**src/rtl/mul_pkg.sv**
```systemverilog
// Shared definitions for the shift-and-add multiplier: state encoding,
// default operand width and the product-width helper.
package mul_pkg;

   localparam int unsigned DEF_WIDTH = 32;
   localparam int unsigned PROD_W    = 2 * DEF_WIDTH;

   typedef enum logic [1:0] {
      StIdle,
      StRun,
      StDone
   } mul_state_e;

   // Product width for a given operand width.
   function automatic int unsigned prod_w(input int unsigned width);
      return 2 * width;
   endfunction

endpackage

```
**src/rtl/mul_step.sv**
```systemverilog
// One radix-2 shift-and-add iteration, purely combinational.
// Kept standalone so a radix-4 variant can chain two instances per cycle.
module mul_step
   import mul_pkg::*;
#(
   parameter int unsigned WIDTH = DEF_WIDTH
) (
   input  logic [2*WIDTH-1:0] acc,
   input  logic [2*WIDTH-1:0] mcand,
   input  logic [WIDTH-1:0]   mplier,
   output logic [2*WIDTH-1:0] acc_next,
   output logic [2*WIDTH-1:0] mcand_next,
   output logic [WIDTH-1:0]   mplier_next
);

   // Add the aligned multiplicand when the current multiplier bit is set, then realign.
   always_comb begin
      acc_next = acc;
      if (mplier[0]) begin
         acc_next = acc + mcand;
      end
      mcand_next  = mcand << 1;
      mplier_next = mplier >> 1;
   end

endmodule

```
**src/rtl/multiplier_core.sv**
```systemverilog
// Sequential radix-2 multiplier: product = multiplicand * multiplier + addend (unsigned).
// Optional MULTIPLIER_CORE_EARLY_TERM_EN: leave RUN as soon as the remaining
// multiplier bits are all zero. Default build has a fixed WIDTH-cycle RUN phase.
module multiplier_core
   import mul_pkg::*;
#(
   parameter int unsigned WIDTH = DEF_WIDTH
) (
   input  logic                       clk,
   input  logic                       rst,
   input  logic                       start_calc,
   input  logic [WIDTH-1:0]           multiplicand,
   input  logic [WIDTH-1:0]           multiplier,
   input  logic [WIDTH-1:0]           addend,
   output logic                       busy,
   output logic                       done_calc,
   output logic [prod_w(WIDTH)-1:0]   product,
   output logic                       overflow
);

   localparam int unsigned PW    = prod_w(WIDTH);
   localparam int unsigned CNT_W = $clog2(WIDTH) + 1;
   localparam logic [CNT_W-1:0] LAST_CNT = CNT_W'(WIDTH - 1);

   mul_state_e        state_q, state_d;
   logic [PW-1:0]     acc_q, acc_d;
   logic [PW-1:0]     mcand_q, mcand_d;
   logic [WIDTH-1:0]  mplier_q, mplier_d;
   logic [CNT_W-1:0]  count_q, count_d;
   logic [PW-1:0]     product_q, product_d;
   logic              overflow_q, overflow_d;

   logic [PW-1:0]     acc_step;
   logic [PW-1:0]     mcand_step;
   logic [WIDTH-1:0]  mplier_step;
   logic              last_iter;

   mul_step #(
      .WIDTH (WIDTH)
   ) u_step (
      .acc         (acc_q),
      .mcand       (mcand_q),
      .mplier      (mplier_q),
      .acc_next    (acc_step),
      .mcand_next  (mcand_step),
      .mplier_next (mplier_step)
   );

`ifdef MULTIPLIER_CORE_EARLY_TERM_EN
   // No set bits left means further iterations cannot change acc.
   assign last_iter = (count_q == LAST_CNT) || (mplier_step == '0);
`else
   assign last_iter = (count_q == LAST_CNT);
`endif

   // Next-state and datapath update for IDLE -> RUN -> DONE -> IDLE.
   always_comb begin
      state_d    = state_q;
      acc_d      = acc_q;
      mcand_d    = mcand_q;
      mplier_d   = mplier_q;
      count_d    = count_q;
      product_d  = product_q;
      overflow_d = overflow_q;
      case (state_q)
         StIdle: begin
            if (start_calc) begin
               acc_d    = PW'(addend);
               mcand_d  = PW'(multiplicand);
               mplier_d = multiplier;
               count_d  = '0;
               state_d  = StRun;
            end
         end
         StRun: begin
            acc_d    = acc_step;
            mcand_d  = mcand_step;
            mplier_d = mplier_step;
            count_d  = count_q + CNT_W'(1);
            if (last_iter) begin
               product_d  = acc_step;
               overflow_d = |acc_step[PW-1:WIDTH];
               state_d    = StDone;
            end
         end
         StDone: begin
            state_d = StIdle;
         end
         default: begin
            state_d = StIdle;
         end
      endcase
   end

   // State and datapath registers; reset aborts any calculation in flight.
   always_ff @(posedge clk or posedge rst) begin
      if (rst) begin
         state_q    <= StIdle;
         acc_q      <= '0;
         mcand_q    <= '0;
         mplier_q   <= '0;
         count_q    <= '0;
         product_q  <= '0;
         overflow_q <= 1'b0;
      end else begin
         state_q    <= state_d;
         acc_q      <= acc_d;
         mcand_q    <= mcand_d;
         mplier_q   <= mplier_d;
         count_q    <= count_d;
         product_q  <= product_d;
         overflow_q <= overflow_d;
      end
   end

   assign busy      = (state_q != StIdle);
   assign done_calc = (state_q == StDone);
   assign product   = product_q;
   assign overflow  = overflow_q;

endmodule

```
**config.mk**
```make
export PLATFORM = sky130hd
export DESIGN_NAME = multiplier_core
export DESIGN_NICKNAME = d
export VERILOG_FILES = /design/src/rtl/mul_pkg.sv /design/src/rtl/mul_step.sv /design/src/rtl/multiplier_core.sv
export SDC_FILE = /design/constraint.sdc
export NUM_CORES = 1
export LEC_CHECK = 0
export ABC_AREA = 1
export BUFFER_PORTS_ARGS = -buffer_cell sky130_fd_sc_hd__buf_2
export CORE_ASPECT_RATIO = 1.75
export CORE_MARGIN = 4
export CORE_UTILIZATION = 45
export CTS_BUF_LIST = sky130_fd_sc_hd__clkbuf_4
export CTS_CLUSTER_SIZE = 24
export DETAILED_ROUTE_END_ITERATION = 10
export PLACE_DENSITY_LB_ADDON = 0.15
export SYNTH_ARGS = -nofsm -noshare
export SYNTH_HDL_FRONTEND = slang
export SYNTH_SLANG_ARGS = --single-unit
export TNS_END_PERCENT = 100
```
**constraint.sdc**
```tcl
create_clock -name clk -period 13.6 [get_ports clk]
set_clock_uncertainty 0.2 [all_clocks]
set_input_delay 0.68 -clock clk [delete_from_list [all_inputs] [get_ports clk]]
set_output_delay 0.68 -clock clk [all_outputs]
set_load 0.005 [all_outputs]
```
== After elaboration in Yosys (flattened, before gate mapping) ==
Index checks and enable logic that the tools add are counted.
Operators by class
  $add $sub $neg: 2
  multiply operators: 0
  divide/modulo/power cells: 0
  $lt $le $gt $ge: 0
  equal/unequal tests: 5
  shift operators: 0
  muxes and demuxes: 12
  bitwise gates (word level): 0
  reductions and logical operators: 7
Operator list (number)
  case mux 64 bit (2 select lines): 2
  two-way mux 64 bit: 3
  adder 64 bit: 1
  case mux 32 bit (2 select lines): 1
  two-way mux 32 bit: 1
  OR reduction 32 bit: 1
  case mux 6 bit (2 select lines): 1
  adder 6 x 1 -> 6 bit (second input constant): 1
  equality test 6 x 5 -> 1 bit (second input constant): 1
  two-way mux 6 bit: 1
  AND reduction 2 bit: 3
  two-way mux 2 bit: 2
  != test 2 bit (second input constant): 2
  case mux 2 bit (2 select lines): 1
  nonzero test 2 bit: 2
  equality test 2 x 1 -> 1 bit (second input constant): 1
  equality test 2 bit (second input constant): 1
  zero test 2 bit: 1
Word-level totals
  flip-flop bits (word level): 233
  latch bits: 0
  memory bits (writable): 0
  bits in read-only memories: 0
  input port bits: 99
  output and inout bits: 67
  logic and storage cells: 33
  memories: 0

== Logic depth before layout (Yosys ltp) ==
Gate-level depths: netlist of run 1.
  depth after elaboration: 3
  gate-level depth with buffers: 21
  depth with buffers taken out: 21

== Cells and area by module ==
From an unflattened synthesis of run 1, not the netlist that was laid out.
Second synthesis, totals
  cell total of the unflattened synthesis: 2536
  area, all modules: 16886.2 um^2
By module, submodules not included
  multiplier_core: times used 1, cells each 1014, area an instance 9532.9 um^2, sequential area each 5830.6 um^2
  mul_step: times used 1, cells each 1522, area an instance 7353.3 um^2, sequential area each 0.0 um^2

== Worst setup path before layout of run 1 ==
Ideal clock, no wire load.
  path kind: flip-flop to flip-flop
  start point: register acc_q[0]
  end point: register overflow_q (netlist: overflow)
  library setup time: 0.122 ns
  data arrival time: 2.188 ns
  required time: 13.278 ns
  path slack: 11.090 ns
  cell stages (with the launch flop): 21
  buffers on the path: 0
  period minus slack after synthesis: 2.510 ns
  path through: dfrtp_1 ha_1 fa_1 nand3_1 nand3_2 nand2_1 nand2_1 nand2_1 nand2_2 nand2_1 nand2_2 nand2_1 nand2_1 nand2_1 nand3_1 nand2_1 nand2_1 nor2_1 nand2_1 nor2_1 a21oi_1
On the way
  cells in the longest elaborated chain, start to end: 3
RTL lines
  start: declaration: line multiplier_core.sv:26  | logic [PW-1:0] acc_q, acc_d;
  start signal: assignment: line multiplier_core.sv:99  | acc_q <= '0;
  start signal: assignment: line multiplier_core.sv:107  | acc_q <= acc_d;
  adder 64 bit: line mul_step.sv:20  | acc_next = acc + mcand;
  two-way mux 64 bit: line mul_step.sv:19  | if (mplier[0]) begin
  OR reduction 32 bit: line multiplier_core.sv:82  | overflow_d = |acc_step[PW-1:WIDTH];
  end signal: assignment: line multiplier_core.sv:112  | overflow_q <= overflow_d;
  end: declaration: line multiplier_core.sv:31  | logic overflow_q, overflow_d;
Every way passes these cells.
A chain may end at the register's enable or synchronous reset.

== Final worst setup path of run 1 ==
  start point: register state_q[1]
  end point: register overflow_q (netlist: overflow)
On the way
  cells in the longest elaborated chain, start to end: 2
RTL lines
  start: declaration: line multiplier_core.sv:25  | mul_state_e state_q, state_d;
  start signal: assignment: line multiplier_core.sv:98  | state_q <= StIdle;
  start signal: assignment: line multiplier_core.sv:106  | state_q <= state_d;
  equality test 2 x 1 -> 1 bit: line multiplier_core.sv:65  | case (state_q)
  AND reduction 2 bit (no line)
Every way passes these cells.

==> impl_metrics.yaml, run 1 <==
run_status:
  status: "complete, no violations"
detailed_routing:
  ant_nets: 0
  wire_per_inst_um: 18.2
  first_iter_violations: 733
  wirelength_um: 57400
  vias: 15800
  firstDrtPassIters: 7
  post-route-drc-count: 0
  vias_per_cell: 5.01
logic_synthesis:
  synth_xor_xnor_area_share: 0.0171
  synth-compound-area-share: 0.125
  muxShareOfSynthArea: 0
  synth_area_mm2: 0.0159
  synth_cell_types: 38
  synthTopCellsByArea: "dfrtp_1, nand2_1, inv_1"
  yosys_warnings: 0
  ys_ff_latch: 233
  netlist.top_cell.by_area: "dfrtp_1"
  yosysSeqAreaShare: 0.366
  syn_avg_cell_area_um2: 6.65
  yosysTopAreaCellShare: 0.366
  synth_nets: 2556
  synth_fa_ha_area_frac: 0.0516
  synth_top_family_by_area: "simple AND/OR/NAND/NOR gates"
  synthCells: 2392
  yosys.area_share.simple: 0.315
clock_network:
  ctsRootBufferMaster: "clkbuf_4"
  cts_tree: "yes"
  cts_resized: 0
  hold_buffers: 93
  numCtsBuffers: 57
  clock_path_buffers: 3
  clk_pin_slew_ps: 70
  clk_latency_ps: 780
  cts.sinks: 233
  cts_setup_buffers: 0
  h-tree-depth: 2
cells_and_area:
  final_cell_mix: "nand2_1, inv_1, dfrtp_1"
  final_common_cell: "nand2_1"
  drive_above_1_share: 0.135
  nets: 2811
  area_delta_synth_final_pct: 18.0
power:
  p_leak_nw: 10.2
  power.density_mw_per_mm2: 291
  peakVddDrop_v: 0.000129
floorplan:
  core_region_area_mm2: 0.0347
  dieArea_mm2: 0.0386
  die_h_um: 257
  rows: 90
  start_util: 0.459
  dieWidth_um: 150
  io_pins: 166
sta:
  maxSlewViolCount: 0
  period_share: 0.304
  fmax_mhz: 242
  setup_viol: 0
  setup_ws_ps: 9470
  final.min_clock_period_ps: 4130
  setup-tns-final_ps: 0
  worstMarginPinSlew_ps: 1050
  hold_viol: 0
  slew_headroom: 0.301
  whs_ps: 59.8
  grt_setup_unrepaired: "no"
grt:
  grt_pass1_vias: 16000
  grt_max_degree: 105
  grt_overflow: 0
  track_usage: 0.297
  antenna_found_initial: 2
  grt_pass1_wl_um: 87900
worst_hold_path:
  hold_path.class: "input port to flop"
  hold_start: "multiplicand[11]"
  hold_depth: 3
  worstHoldEndpoint: "mcand_q[11]$_DFFE_PP0P_"
placement:
  hpwl_um: 44700
  io_buffers: 165
  dp_slack_ps: 9520
  gp_congestion: 0.968
worst_setup_path:
  rr_worst_depth: 11
  r2r-start: "state_q[1]$_DFFE_PP0P_"
  r2r_slack_ps: 9470
  cp.buffers_inverters: 3
  cp.arrival_ps: 4530
  r2r_end: "overflow$_DFFE_PP0P_"
  worst_path_dominant_cell_family: "simple AND/OR/NAND/NOR gates"
  cp_max_fo: 88
  cp-end-kind: "flop"
  criticalPathCategory: "flop to flop"
  start_kind: "flop"
  path_common_cell: "nor2_1"
  crit_chain: "inv_1, nand2_4, nor2_2, clkinv_2, buf_4, nor2_1, nand3_1, nor2_1, nand2_1, nor2_1, a21oi_1"
  cp_slowest_cell: "nor2_2"
  slowest_delay_ps: 630
  cp-startpoint: "state_q[1]$_DFFE_PP0P_"
  required_ps: 14000
job:
  cap_violations: 0
==> Yosys cell counts <==
master,n
nor4_2,1
nor2_1,106
o21ai_0,115
nor2_2,27
nand3_1,82
fa_1,1
nand3b_2,1
nand3b_1,1
inv_2,13
a22o_1,1
dfrtp_1,233
buf_4,1
nand2_2,31
xnor2_1,30
o21ai_1,2
buf_1,8
a21oi_1,56
ha_1,64
clkinv_1,1
or2_2,1
o22ai_1,68
o211ai_1,44
nand4_1,16
nor3_2,7
clkbuf_1,53
o21bai_1,3
xor2_1,1
nand2_1,915
and3_1,2
inv_1,438
o221ai_1,21
and2_1,1
o21ai_2,3
buf_2,10
nor3_1,1
a22oi_1,17
nor2_4,9
nand3_2,8
==> metal layers <==
metal	vias to the layer above	global-route usage	share of wire
met5	-	0	0
met4	0	0.164	0.066
met3	141	0.0265	0.031
met2	368	0.560	0.54
met1	7301	0.316	0.36
li1	7978	-	-
==> worst min-delay path: cells and delay by family <==
family | cells | cell delay (ps)
AOI/OAI and AO/OA | 2 | 160
buffers and inverters | 1 | 80
==> sequential cells by signal, summed over array words and instances, names as in the netlist <==
signal    count
mplier_q     32
overflow      1
product      64
mcand_q      64
count_q       6
state_q       2
acc_q        64
==> kinds of logic after synthesis <==
group | Yosys count
compound gates | 330
simple gates | 1209
fa+ha+maj | 65
flops | 233
xor+xnor | 31
buf+inv | 524
==> power by group <==
| part | switching (mW) | total [mW] | leakage, nW | internal [mW] |
|---|---|---|---|---|
| combinational | 2.48 | 3.67 | 7.12 | 1.19 |
| sequential | 0.197 | 1.22 | 2.71 | 1.02 |
| clock | 0.304 | 0.585 | 0.417 | 0.281 |
| total | 2.98 | 5.47 | 10.2 | 2.49 |
==> worst max-delay path by stage <==
| stage | endpoint | cells after the start |
|---|---|---|
| floorplan | acc_q[0]$_DFFE_PP0P_ | 1 |
| global placement | overflow$_DFFE_PP0P_ | 11 |
| detailed placement | overflow$_DFFE_PP0P_ | 11 |
| CTS | overflow$_DFFE_PP0P_ | 11 |
| global route | overflow$_DFFE_PP0P_ | 11 |
| finish | overflow$_DFFE_PP0P_ | 11 |
==> final cells by class <==
type	instances	area, um^2
inverter	452	1710
fill	3561	15900
timing repair buffer	268	1830
multi-input combinational	1635	8120
antenna	2	5.00
clock buffer	76	571
clock inverter	25	139
sequential	233	5830
tap	460	576
==> per-stage QoR <==
step	util	std cells	power (mW)	area (um^2)
after floorplan	-	2392	3.73	15900
after global placement	0.494	2955	4.84	17100
after detailed placement	0.494	2955	4.88	17100
after CTS	0.541	3149	5.52	18800
after global routing	0.541	3151	5.99	18800
final	0.541	3151	5.47	18800
No activity file was read; power rests on OpenSTA's default activity.
==> run 2, diff against run 1 <==
clock period = 4.2 ns   (was 13.6 ns; I/O delays follow)
==> impl_metrics.yaml, run 2 (synthesized netlist as in run 1, its figures left out) <==
detailed_routing:
  wirelength_um: 61100
  firstDrtPassIters: 8
  first_iter_violations: 821
  wire_per_inst_um: 19.0
  ant_nets: 0
  vias_per_cell: 5.11
  post-route-drc-count: 0
  vias: 16500
cells_and_area:
  final_common_cell: "nand2_1"
  final_cell_mix: "nand2_1, inv_1, dfrtp_1"
  num-fill-cells: 3451
  drive_above_1_share: 0.136
  area_delta_synth_final_pct: 22.6
  nets: 2883
floorplan:
  start_util: 0.459
  die_h_um: 257
  io_pins: 166
  dieArea_mm2: 0.0386
  dieWidth_um: 150
  core_region_area_mm2: 0.0347
  rows: 90
clock_network:
  cts_tree: "yes"
  clk_pin_slew_ps: 70
  h-tree-depth: 2
  cts_resized: 0
  clk_latency_ps: 760
  clock_path_buffers: 3
  ctsRootBufferMaster: "clkbuf_4"
  cts.sinks: 233
  cts_setup_buffers: 0
  numCtsBuffers: 57
worst_setup_path:
  cp_max_fo: 5
  criticalPathCategory: "flop to flop"
  crit_cells: 16
  rr_worst_depth: 16
  path_common_cell: "nand2_1"
  cp.arrival_ps: 4030
  cp_slowest_cell: "dfrtp_1"
  slowest_delay_ps: 410
  crit_chain: "ha_1, nand2_1, nor2_1, inv_1, nand3_1, nand2_1, nand3_2, nand2_1, nand3_1, nand3_1, o21ai_1, nand2_1, nor2_1, nand2_1, nor2_1, a21oi_1"
  worst_path_dominant_cell_family: "simple AND/OR/NAND/NOR gates"
  start_kind: "flop"
  cp-end-kind: "flop"
  required_ps: 4610
  cp.buffers_inverters: 1
sta:
  period_share: 0.861
  fmax_mhz: 277
  slew_headroom: 0.241
  maxSlewViolCount: 0
  grt_setup_unrepaired: "no"
  final.min_clock_period_ps: 3620
  hold_viol: 0
  setup_ws_ps: 584
  setup-tns-final_ps: 0
  worstMarginPinSlew_ps: 1140
  setup_viol: 0
job:
  cap_violations: 0
grt:
  grt_pass1_vias: 17000
  grt_overflow: 0
  grt_max_degree: 94
  grt_pass1_wl_um: 93900
  track_usage: 0.318
  antenna_found_initial: 1
power:
  power_mw: 18.1
  peakVddDrop_v: 0.000454
  power.density_mw_per_mm2: 928
  p_leak_nw: 10.5
placement:
  io_buffers: 165
  dp_slack_ps: 672
  gp_congestion: 0.990
  hpwl_um: 45800
run_status:
  status: "complete, no violations"
worst_hold_path:
  hold_path.class: "input port to flop"
  hold_depth: 4
-- run 2: power by group --
part	switching [mW]	total (mW)	internal, mW
Sequential	0.679	3.99	3.31
Clock	0.974	1.93	0.955
Combinational	8.24	12.2	3.95
-- run 2: metrics by stage --
stage	instances	util	hold slack, ps	instance area (um^2)
after floorplan	2392	-	127	15900
after global placement	2962	0.496	218	17200
after detailed placement	2962	0.496	217	17200
after CTS	3219	0.562	0.335	19500
after global routing	3220	0.562	12.9	19500
final	3221	0.562	44.8	19500
-- run 2: final cells by class --
cell class	count	area, um^2	share of cell area
diodes	2	5.00	0.000257
clock buffers	82	616	0.0316
clock inverters	17	103	0.00526
inverters	452	1700	0.0872
multi-input cells	1635	8120	0.416
flip-flops and latches	233	5830	0.299
well taps	460	576	0.0295
repair buffers	340	2560	0.131
-- run 2: worst paths after layout --
| check | from | end | slack [ps] |
|---|---|---|---|
| worst max register to register | acc_q[3]$_DFFE_PP0P_ | overflow$_DFFE_PP0P_ | 580 |
| min in group asynchronous | rst | mcand_q[6]$_DFFE_PP0P_ | 610 |
| worst max-delay path | acc_q[3]$_DFFE_PP0P_ | overflow$_DFFE_PP0P_ | 580 |
| max in group asynchronous | rst | mplier_q[0]$_DFFE_PP0P_ | 2230 |
| worst min-delay path | addend[2] | acc_q[2]$_DFFE_PP0P_ | 40 |
| worst min register to register | product[2]$_DFFE_PP0P_ | product[2]$_DFFE_PP0P_ | 270 |
-- run 2: timing repair --
action                                 in CTS  in global routing
setup endpoints to repair                   0                  0
hold buffers                              158                  0
endpoints found under the hold margin     202                  0
-- run 2: tightest hold or removal path, stage by stage --
cell	delay, ps
dlygate4sd3_1	530
buf_2	100
nand2_1	50
o211ai_1	70
-- run 2: metal layers --
| metal | track usage | vias up | part of all wire |
|---|---|---|---|
| li1 | - | 8128 | - |
| met2 | 0.609 | 468 | 0.55 |
| met3 | 0.0350 | 194 | 0.033 |
| met5 | 0 | - | 0 |
| met4 | 0.189 | 0 | 0.069 |
| met1 | 0.322 | 7668 | 0.35 |
